File: src/rtl/pixel_serialiser.sv
// Double-buffered video byte serialiser: turns fetched bytes into per-pixel
// 4-bit palette indices under VDG-style text/SG4/graphics mode control.
module pixel_serialiser #(
    parameter logic [3:0] UNDERFLOW_INDEX = 4'd0,
    parameter bit         TEXT_BG_DARK    = 1'b1
) (
    input  logic       clk,
    input  logic       nReset,
    input  logic       pixelEn,
    input  logic [7:0] dataIn,
    input  logic       dataValid,
    output logic       dataReady,
    input  logic       ag,
    input  logic       sg,
    input  logic       gm0,
    input  logic       css,
    input  logic       inv,
    input  logic       rowHalf,
    input  logic       borderActive,
    input  logic       clrUnderflow,
    output logic [3:0] colourIndex,
    output logic       underflow
);

    typedef enum logic [1:0] {
        MODE_TEXT = 2'd0,
        MODE_SG4  = 2'd1,
        MODE_CG   = 2'd2,
        MODE_RG   = 2'd3
    } mode_t;

    logic [7:0] holdReg, holdRegNx;
    logic       holdFull, holdFullNx;
    logic [7:0] shiftReg, shiftRegNx;
    mode_t      latMode, latModeNx;
    logic       latCss, latCssNx;
    logic       latInv, latInvNx;
    logic       latRow, latRowNx;
    logic       active, activeNx;
    logic [2:0] pixCount, pixCountNx;
    logic [3:0] colourNx;
    logic       underflowNx;
    logic       starved;
    mode_t      liveMode;

    function automatic logic [3:0] pix_index(input logic [7:0] b, input logic [2:0] p,
                                             input mode_t m, input logic c,
                                             input logic iv, input logic rh);
        logic       t;
        logic       q;
        logic [1:0] pair;
        logic [3:0] r;
        r = 4'd0;
        case (m)
            MODE_TEXT: begin
                t = b[3'd7 - p] ^ iv;
                if (t)
                    r = c ? 4'd8 : 4'd1;
                else if (TEXT_BG_DARK)
                    r = c ? 4'd11 : 4'd10;
                else
                    r = 4'd0;
            end
            MODE_SG4: begin
                q = rh ? (p[2] ? b[0] : b[1]) : (p[2] ? b[2] : b[3]);
                r = q ? ({1'b0, b[6:4]} + 4'd1) : 4'd0;
            end
            MODE_CG: begin
                // each 2-bit pair covers two adjacent pixel slots
                pair = b[3'd7 - {p[2:1], 1'b0} -: 2];
                r    = {1'b0, c, pair} + 4'd1;
            end
            default: begin
                r = b[3'd7 - p] ? (c ? 4'd5 : 4'd1) : 4'd0;
            end
        endcase
        return r;
    endfunction

    assign dataReady = ~holdFull;
    assign liveMode  = ag ? (gm0 ? MODE_RG : MODE_CG) : (sg ? MODE_SG4 : MODE_TEXT);

    always_comb begin
        holdRegNx  = holdReg;
        holdFullNx = holdFull;
        shiftRegNx = shiftReg;
        latModeNx  = latMode;
        latCssNx   = latCss;
        latInvNx   = latInv;
        latRowNx   = latRow;
        activeNx   = active;
        pixCountNx = pixCount;
        colourNx   = colourIndex;
        starved    = 1'b0;

        // write needs empty, consume needs full, so the two never collide
        if (dataValid && !holdFull) begin
            holdRegNx  = dataIn;
            holdFullNx = 1'b1;
        end

        if (pixelEn) begin
            if (borderActive) begin
                colourNx   = ag ? (css ? 4'd5 : 4'd1) : 4'd0;
                activeNx   = 1'b0;
                pixCountNx = 3'd0;
            end else if (!active || pixCount == 3'd7) begin
                if (holdFull) begin
                    shiftRegNx = holdReg;
                    latModeNx  = liveMode;
                    latCssNx   = css;
                    latInvNx   = inv;
                    latRowNx   = rowHalf;
                    holdFullNx = 1'b0;
                    activeNx   = 1'b1;
                    pixCountNx = 3'd0;
                    colourNx   = pix_index(holdReg, 3'd0, liveMode, css, inv, rowHalf);
                end else begin
                    colourNx = UNDERFLOW_INDEX;
                    activeNx = 1'b0;
                    starved  = 1'b1;
                end
            end else begin
                pixCountNx = pixCount + 3'd1;
                colourNx   = pix_index(shiftReg, pixCount + 3'd1, latMode, latCss, latInv, latRow);
            end
        end

        underflowNx = starved ? 1'b1 : (clrUnderflow ? 1'b0 : underflow);
    end

    always_ff @(posedge clk) begin
        if (!nReset) begin
            holdReg     <= '0;
            holdFull    <= 1'b0;
            shiftReg    <= '0;
            latMode     <= MODE_TEXT;
            latCss      <= 1'b0;
            latInv      <= 1'b0;
            latRow      <= 1'b0;
            active      <= 1'b0;
            pixCount    <= '0;
            colourIndex <= '0;
            underflow   <= 1'b0;
        end else begin
            holdReg     <= holdRegNx;
            holdFull    <= holdFullNx;
            shiftReg    <= shiftRegNx;
            latMode     <= latModeNx;
            latCss      <= latCssNx;
            latInv      <= latInvNx;
            latRow      <= latRowNx;
            active      <= activeNx;
            pixCount    <= pixCountNx;
            colourIndex <= colourNx;
            underflow   <= underflowNx;
        end
    end

endmodule
File: config.mk
export PLATFORM = sky130hd
export DESIGN_NAME = pixel_serialiser
export DESIGN_NICKNAME = d
export VERILOG_FILES = /design/src/rtl/pixel_serialiser.sv
export SDC_FILE = /design/constraint.sdc
export NUM_CORES = 1
export LEC_CHECK = 0
export CAP_MARGIN = 20
export CORE_MARGIN = 1.5
export CORE_UTILIZATION = 26
export CTS_BUF_LIST = sky130_fd_sc_hd__clkbuf_8 sky130_fd_sc_hd__clkbuf_16
export DETAILED_ROUTE_END_ITERATION = 12
export PLACE_DENSITY_LB_ADDON = 0.25
export SETUP_SLACK_MARGIN = 0.15
export SLEW_MARGIN = 25
export SYNTH_ARGS = -nofsm -noshare
export SYNTH_HDL_FRONTEND = slang
export SYNTH_SLANG_ARGS = --single-unit
File: constraint.sdc
create_clock -name clk -period 5.5 [get_ports clk]
set_clock_uncertainty 0.1 [all_clocks]
set_input_delay 1.65 -clock clk [delete_from_list [all_inputs] [get_ports clk]]
set_output_delay 1.65 -clock clk [all_outputs]
set_load 0.01 [all_outputs]
==> results of run 1 <==
[logic make-up (layout without fill, tap and decap cells)]
family                   Yosys count  count (layout)  share of synthesized area [%]
AND/OR/NAND/NOR                   72              72                           22.8
flip-flops                        31              31                           33.1
multiplexers                      27              27                           15.2
AO/OA/AOI/OAI                     41              41                           15.3
adder cells (fa/ha/maj)            8               8                           5.34
XOR/XNOR                           6               6                           2.80
buffers and inverters             20              40                           5.40
[cell type report]
type	count	area, um2	share of cell area [%]
Clock inverter	3	43.8	1.92
Sequential cell	31	621	27.2
Inverter	7	26.3	1.15
Tap cell	96	120	5.26
Multi-Input combinational cell	154	1150	50.5
Clock buffer	5	68.8	3.01
Timing Repair Buffer	25	250	11.0
[state kept, by name (all words and copies together) (netlist names)]
name,flops
active,1
colourIndex,4
holdFull,1
holdReg,8
latCss,1
latInv,1
latMode,2
latRow,1
pixCount,3
shiftReg,8
underflow,1
[how the worst max path moves through the flow]
stage	startpoint	end
final	nReset	colourIndex[0]
after global routing	nReset	colourIndex[0]
after floorplan	pixelEn	latCss
after detailed placement	nReset	colourIndex[0]
after global placement	nReset	colourIndex[0]
after CTS	nReset	colourIndex[0]
[power by group]
part	switching, W	internal [W]	leakage (nW)
Clock	0.0000941	0.000135	0.0581
Combinational	0.0000336	0.0000392	0.597
Sequential	0.00000936	0.000232	0.252
Total	0.000137	0.000407	0.907
[cell usage after synthesis, drive strengths merged (2+ instances only)]
| cell | number | area share (%) |
|---|---|---|
| o32a | 2 | 1.1 |
| a21boi | 3 | 1.2 |
| and2b | 2 | 0.87 |
| nand3 | 5 | 1.3 |
| nor2 | 6 | 1.2 |
| o21ai | 10 | 2.7 |
| a31oi | 2 | 0.67 |
| and4 | 3 | 1.4 |
| a41oi | 2 | 0.93 |
| and3 | 2 | 0.67 |
| nand4b | 4 | 1.9 |
| xor2 | 3 | 1.4 |
| buf | 4 | 2.2 |
| mux2 | 2 | 1.2 |
| a21oi | 7 | 1.9 |
| mux2i | 24 | 13 |
| nor2b | 21 | 7.0 |
| nand2b | 5 | 1.7 |
| xnor2 | 3 | 1.4 |
| and2 | 3 | 1.0 |
| o31ai | 2 | 0.80 |
| ha | 8 | 5.3 |
| clkbuf | 9 | 1.8 |
| nor3 | 3 | 0.80 |
| nand2 | 12 | 2.5 |
| inv | 7 | 1.4 |
| nor3b | 2 | 0.80 |
| o211a | 2 | 1.1 |
| dfxtp | 31 | 33 |
[through the flow]
step,setup WS (ns),total power (W),cells
global placement,1.57,0.000320,313
CTS,1.85,0.000552,321
finish,1.87,0.000544,321
global route,1.64,0.000572,321
detailed placement,1.56,0.000320,313
floorplan,2.54,0.000290,205
[placed cells by master, fill, tap and decap left out, types with 4 or more instances in the layout]
master and count:
clkdlybuf4s50_1 25, inv_1 6, nand4b_1 4, dfxtp_1 31, mux2i_1 24, nor2_1 6, nand2_1 11, o21ai_0 9
a21oi_1 7, clkbuf_8 5, nor2b_1 21, nand3_1 5, nand2b_1 5, ha_1 8
[worst register-to-register path, cell delays in order, from the launching register on]
cell	delay, ns
dfxtp_1	0.37
ha_1	0.24
ha_1	0.51
mux2i_1	0.32
nand3b_1	0.13
nand4_1	0.14
xnor2_1	0.14
ha_1	0.18
nor2_1	0.05
a31oi_1	0.17
nor3_1	0.07
a211o_1	0.23
[routing by layer]
metal	vias to the layer above	wire length [um]
met5	-	0
met4	0	65
met3	5	155
met2	28	1850
met1	693	2290
li1	781	-
==> flow_summary_export.csv, run 1 <==
group,metric,value,unit
sta,fmax,0.276,GHz
min_path,hold_path.class,"reg -> reg",
global_routing,grt-busiest-layer,"met2",
synthesis,syn-mean-instance-area,9.15,um2
detailed_routing,drtIter0Drc,73,
layout,antenna_cells,0,
setup_path,reg2reg_depth,11,
setup_path,rrSetupSlack,2.74,ns
setup_path,critPathSlowestCell,"clkdlybuf4s50_1",
floorplanning,design.core.area,6870,um2
floorplanning,die_h,87.9,um
global_routing,grt_use_met3,3.11,%
floorplanning,io_pins,26,
clocking,cts.path.max_buffers,2,
run,maxCapViolCount,0,
synthesis,synth_area,1880,um2
synthesis,seq_area_frac_synth,33.1,%
detailed_routing,routed_wl,4.36,mm
global_routing,grt_remaining_overflow,0,
clocking,path_clk_slew,0.07,ns
layout,area_delta_synth_final,21.7,%
setup_path,start_kind,"input port",
setup_path,max_stage_delay,1.10,ns
floorplanning,rows,30,
sta,finalCritPeriodShare,66.0,%
sta,rsz0062_at_grt,"false",
synthesis,synthDistinctLibCells,51,
global_routing,grt_usage,11.7,%
synthesis,async_flop_share,0,%
setup_path,crit_buf_inv,1,
clocking,cts_root_buffer,"clkbuf_8",
detailed_routing,vias_per_cell,4.69,
floorplanning,initial_utilization,27.3,%
setup_path,crit_fanout,33,
sta,worst_pin_slew,0.954,ns
placement,gp_congestion,0.822,
global_routing,grt_pass1_vias,1367,
layout,stdcell_area,2280,um2
sta,setup_viol,0,
sta,slew_headroom,36.2,%
min_path,whs_path_depth,2,
detailed_routing,antenna_left,0,
clocking,clk_latency,0.29,ns
min_path,min_from,"pixCount[2]",
setup_path,path_cells,"clkdlybuf4s50_1 -> o21ai_0 -> a2111o_1 -> o32ai_1",
pwr,p_leak,0.907,nW
setup_path,required,5.60,ns
layout,nets,252,
detailed_routing,vias,1507,
min_path,min_to,"pixCount[2]",
sta,timing.hold.ws,0.383,ns
global_routing,grt_use_met2,16.9,%
synthesis,yosys_warnings,0,
clocking,cts_max_level,2,
synthesis,synth_edf_count,0,
setup_path,r2r_end,"colourIndex[3]",
clocking,cts_sinks,31,
setup_path,timing.rr.start,"pixCount[0]",
sta,hold_violations,0,
detailed_routing,drt-wirelength-per-cell,13.6,um
status,outcome,"completed",
placement,place_hpwl,3.24,mm
setup_path,arrival,3.72,ns
global_routing,grt_pass1_wl,6.89,mm
synthesis,synth-seq-cells,31,
layout,fillers,717,
detailed_routing,drcViolationCount,0,
placement,place_area,2170,um2
global_routing,grt_use_met1,16.5,%
global_routing,antenna_found_initial,0,
detailed_routing,dr.pass1.iters,4,
layout,drive_above_1_share,6.67,%
clocking,cts_setup_buffers,0,
setup_path,path_depth,4,
global_routing,grt_max_degree,34,
clocking,numCtsBuffers,5,
sta,report.final.slew_viol_count,0,
setup_path,cp_top_family,"buffers and inverters",
synthesis,syn_nets,233,
floorplanning,dieArea,7730,um2
pwr,peakVddDrop,85.2,uV
floorplanning,die_x,87.9,um
clocking,cts_tree,"yes",
sta,finalSetupTns,0,ns
sta,post-route-min-period,3.63,ns
clocking,ctsHoldBuffers,0,
setup_path,path_class,"in -> reg",
placement,portBuffers,25,
layout,finish.utilization,33.2,%
clocking,cts_resized,0,
synthesis,synthCells,205,
pwr,p_per_area,238,nW/um2
setup_path,end_kind,"flip-flop",
synthesis,synthFlopType,"dfxtp_1",
No activity file was read; power rests on OpenSTA's default activity.
==> run 2: changes to the inputs <==
==> constraint.sdc (replaced) <==
create_clock -name clk -period 3.4 [get_ports clk]
set_clock_uncertainty 0.1 [all_clocks]
set_input_delay 1.02 -clock clk [delete_from_list [all_inputs] [get_ports clk]]
set_output_delay 1.02 -clock clk [all_outputs]
set_load 0.01 [all_outputs]
==> run 2 against run 1 <==
  * Global-route usage grew 0.75 points
  * Cell count up 0.62%
  * Clock power grew 28%
  * Largest cell class unchanged
  * Critical path depth increased by 6
  * Worst hold slack worse by 0.010 ns
  * Die area is the same
  * Register-to-register slack lost 2.1 ns
  * Sequential share of layout area barely moved
  * Wire length is 1.8% higher
  * Critical endpoint unchanged
  * Power up 48%
  * Setup slack worse by 1.3 ns
==> flow_summary_export.csv, run 2 (same netlist as run 1, synthesis figures left out) <==
group,metric,value,unit
sta,fmax,0.357,GHz
sta,worst_pin_slew,0.435,ns
clocking,cts_root_buffer,"clkbuf_8",
global_routing,antenna_found_initial,0,
setup_path,max_stage_delay,0.51,ns
floorplanning,dieArea,7730,um2
global_routing,grt_remaining_overflow,0,
sta,final.setup.worst_slack,0.601,ns
setup_path,required,3.46,ns
setup_path,path_class,"reg -> reg",
global_routing,grt_pass1_wl,7.25,mm
floorplanning,die_x,87.9,um
layout,antenna_cells,0,
setup_path,r2r_end,"colourIndex[0]",
layout,area_delta_synth_final,21.6,%
min_path,whs_path_depth,2,
placement,gp_congestion,0.802,
layout,nets,255,
pwr,p_per_area,353,nW/um2
floorplanning,rows,30,
setup_path,end_kind,"flip-flop",
clocking,cts_resized,0,
clocking,path_clk_slew,0.07,ns
clocking,cts_setup_buffers,0,
setup_path,crit_path_start,"pixCount[0]",
setup_path,crit_buf_inv,0,
clocking,clk_latency,0.28,ns
run,maxCapViolCount,0,
pwr,clkPwrFrac,36.5,%
setup_path,cpMostUsedCell,"ha_1",
global_routing,grt_pass1_vias,1407,
pwr,net-switching-power,0.000204,W
clocking,cts.path.max_buffers,2,
floorplanning,initial_utilization,27.3,%
detailed_routing,vias_per_cell,4.78,
layout,drive_above_1_share,7.49,%
pwr,comb_power_share,14.9,%
status,outcome,"completed",
layout,layout_common_cells,"dfxtp_1, clkdlybuf4s50_1, mux2i_1",
min_path,min_to,"pixCount[2]",
detailed_routing,drtIter0Drc,80,
floorplanning,design.core.area,6870,um2
sta,rsz0062_at_grt,"false",
pwr,internal-power,0.000600,W
sta,finalCritPeriodShare,82.3,%
pwr,p_leak,0.911,nW
global_routing,grt_usage,12.5,%
detailed_routing,vias,1545,
pwr,peakVddDrop,142,uV
sta,report.final.slew_viol_count,0,
floorplanning,io_pins,26,
setup_path,rrSetupSlack,0.60,ns
layout,top_regs,"holdReg: 8 flops, shiftReg: 8 flops, colourIndex: 4 flops",
layout,stdcell_count,323,
setup_path,cp_top_family,"adder cells",
sta,slew_headroom,70.8,%
detailed_routing,routed_wl,4.44,mm
sta,finalSetupTns,0,ns
global_routing,grt_max_degree,24,
sta,setup_viol,0,
detailed_routing,drt-wirelength-per-cell,13.7,um
clocking,cts_sinks,31,
setup_path,path_cells,"ha_1 -> ha_1 -> mux2i_1 -> nand3b_1 -> nand4_1 -> xnor2_1 -> ha_1 -> nor2_1 -> a311oi_1 -> o32ai_1",
min_path,hold_path.class,"reg -> reg",
layout,layout_commonest_cell,"dfxtp_1",
setup_path,arrival,2.86,ns
pwr,switching_share,25.4,%
placement,dp.cells,316,
setup_path,timing.rr.start,"pixCount[0]",
sta,hold_violations,0,
setup_path,critPathSlowestCell,"ha_1",
clocking,ctsHoldBuffers,0,
detailed_routing,drcViolationCount,0,
sta,post-route-min-period,2.80,ns
pwr,seq_power_share,48.7,%
setup_path,reg2reg_depth,10,
clocking,cts_tree,"yes",
setup_path,start_kind,"flip-flop",
placement,place_hpwl,3.34,mm
setup_path,crit_fanout,9,
clocking,numCtsBuffers,5,
layout,fillers,732,
placement,portBuffers,25,
min_path,min_from,"pixCount[2]",
placement,dpl_worst_slack,0.481,ns
floorplanning,die_h,87.9,um
clocking,cts_max_level,2,
detailed_routing,dr.pass1.iters,4,
detailed_routing,antenna_left,0,
run 2: worst min-delay path: stages (launching register included):
cell and delay (ns):
dfxtp_1 0.31, nand2_1 0.05, a21boi_0 0.06
run 2: power by group through the flow:
stage / clock, W / sequential (W) / combinational, W
6_report: 0.000293 / 0.000392 / 0.000120
5_1_grt: 0.000318 / 0.000393 / 0.000132
4_1_cts: 0.000304 / 0.000391 / 0.000121
3_5_place_dp: 0 / 0.000400 / 0.000121
3_3_place_gp: 0 / 0.000399 / 0.000120
2_1_floorplan: 0 / 0.000395 / 0.0000741
run 2: final cells by class:
class / count / area [um2] / area share (%)
Multi-Input combinational cell: 154 / 1150 / 50.6
Sequential cell: 31 / 621 / 27.2
Timing Repair Buffer: 28 / 273 / 12.0
Tap cell: 96 / 120 / 5.27
Clock buffer: 6 / 82.6 / 3.62
Inverter: 7 / 26.3 / 1.15
Clock inverter: 1 / 5.00 / 0.219
run 2: metrics by stage:
step / util (%) / total power [W] / instance area [um2] / hold WS, ns
after CTS: 33.2 / 0.000817 / 2280 / 0.377
after detailed placement: 31.9 / 0.000520 / 2190 / 0.368
after global routing: 33.2 / 0.000843 / 2280 / 0.414
final: 33.2 / 0.000805 / 2280 / 0.373
after global placement: 31.9 / 0.000520 / 2190 / 0.366
after floorplan: - / 0.000469 / 1880 / 0.345
run 2: worst max path at each step:
stage	endpoint	cells after the start
final	colourIndex[0]	10
after global routing	colourIndex[0]	10
after CTS	colourIndex[0]	10
after detailed placement	colourIndex[0]	8
after global placement	latCss	6
after floorplan	colourIndex[0]	11
run 2: metal layers:
| metal | GRT usage (%) | vias to the layer above | wire, um |
|---|---|---|---|
| met4 | 5.63 | 0 | 89 |
| met5 | 0 | - | 0 |
| li1 | - | 787 | - |
| met1 | 16.9 | 729 | 2180 |
| met2 | 19.1 | 23 | 2040 |
| met3 | 2.64 | 6 | 128 |
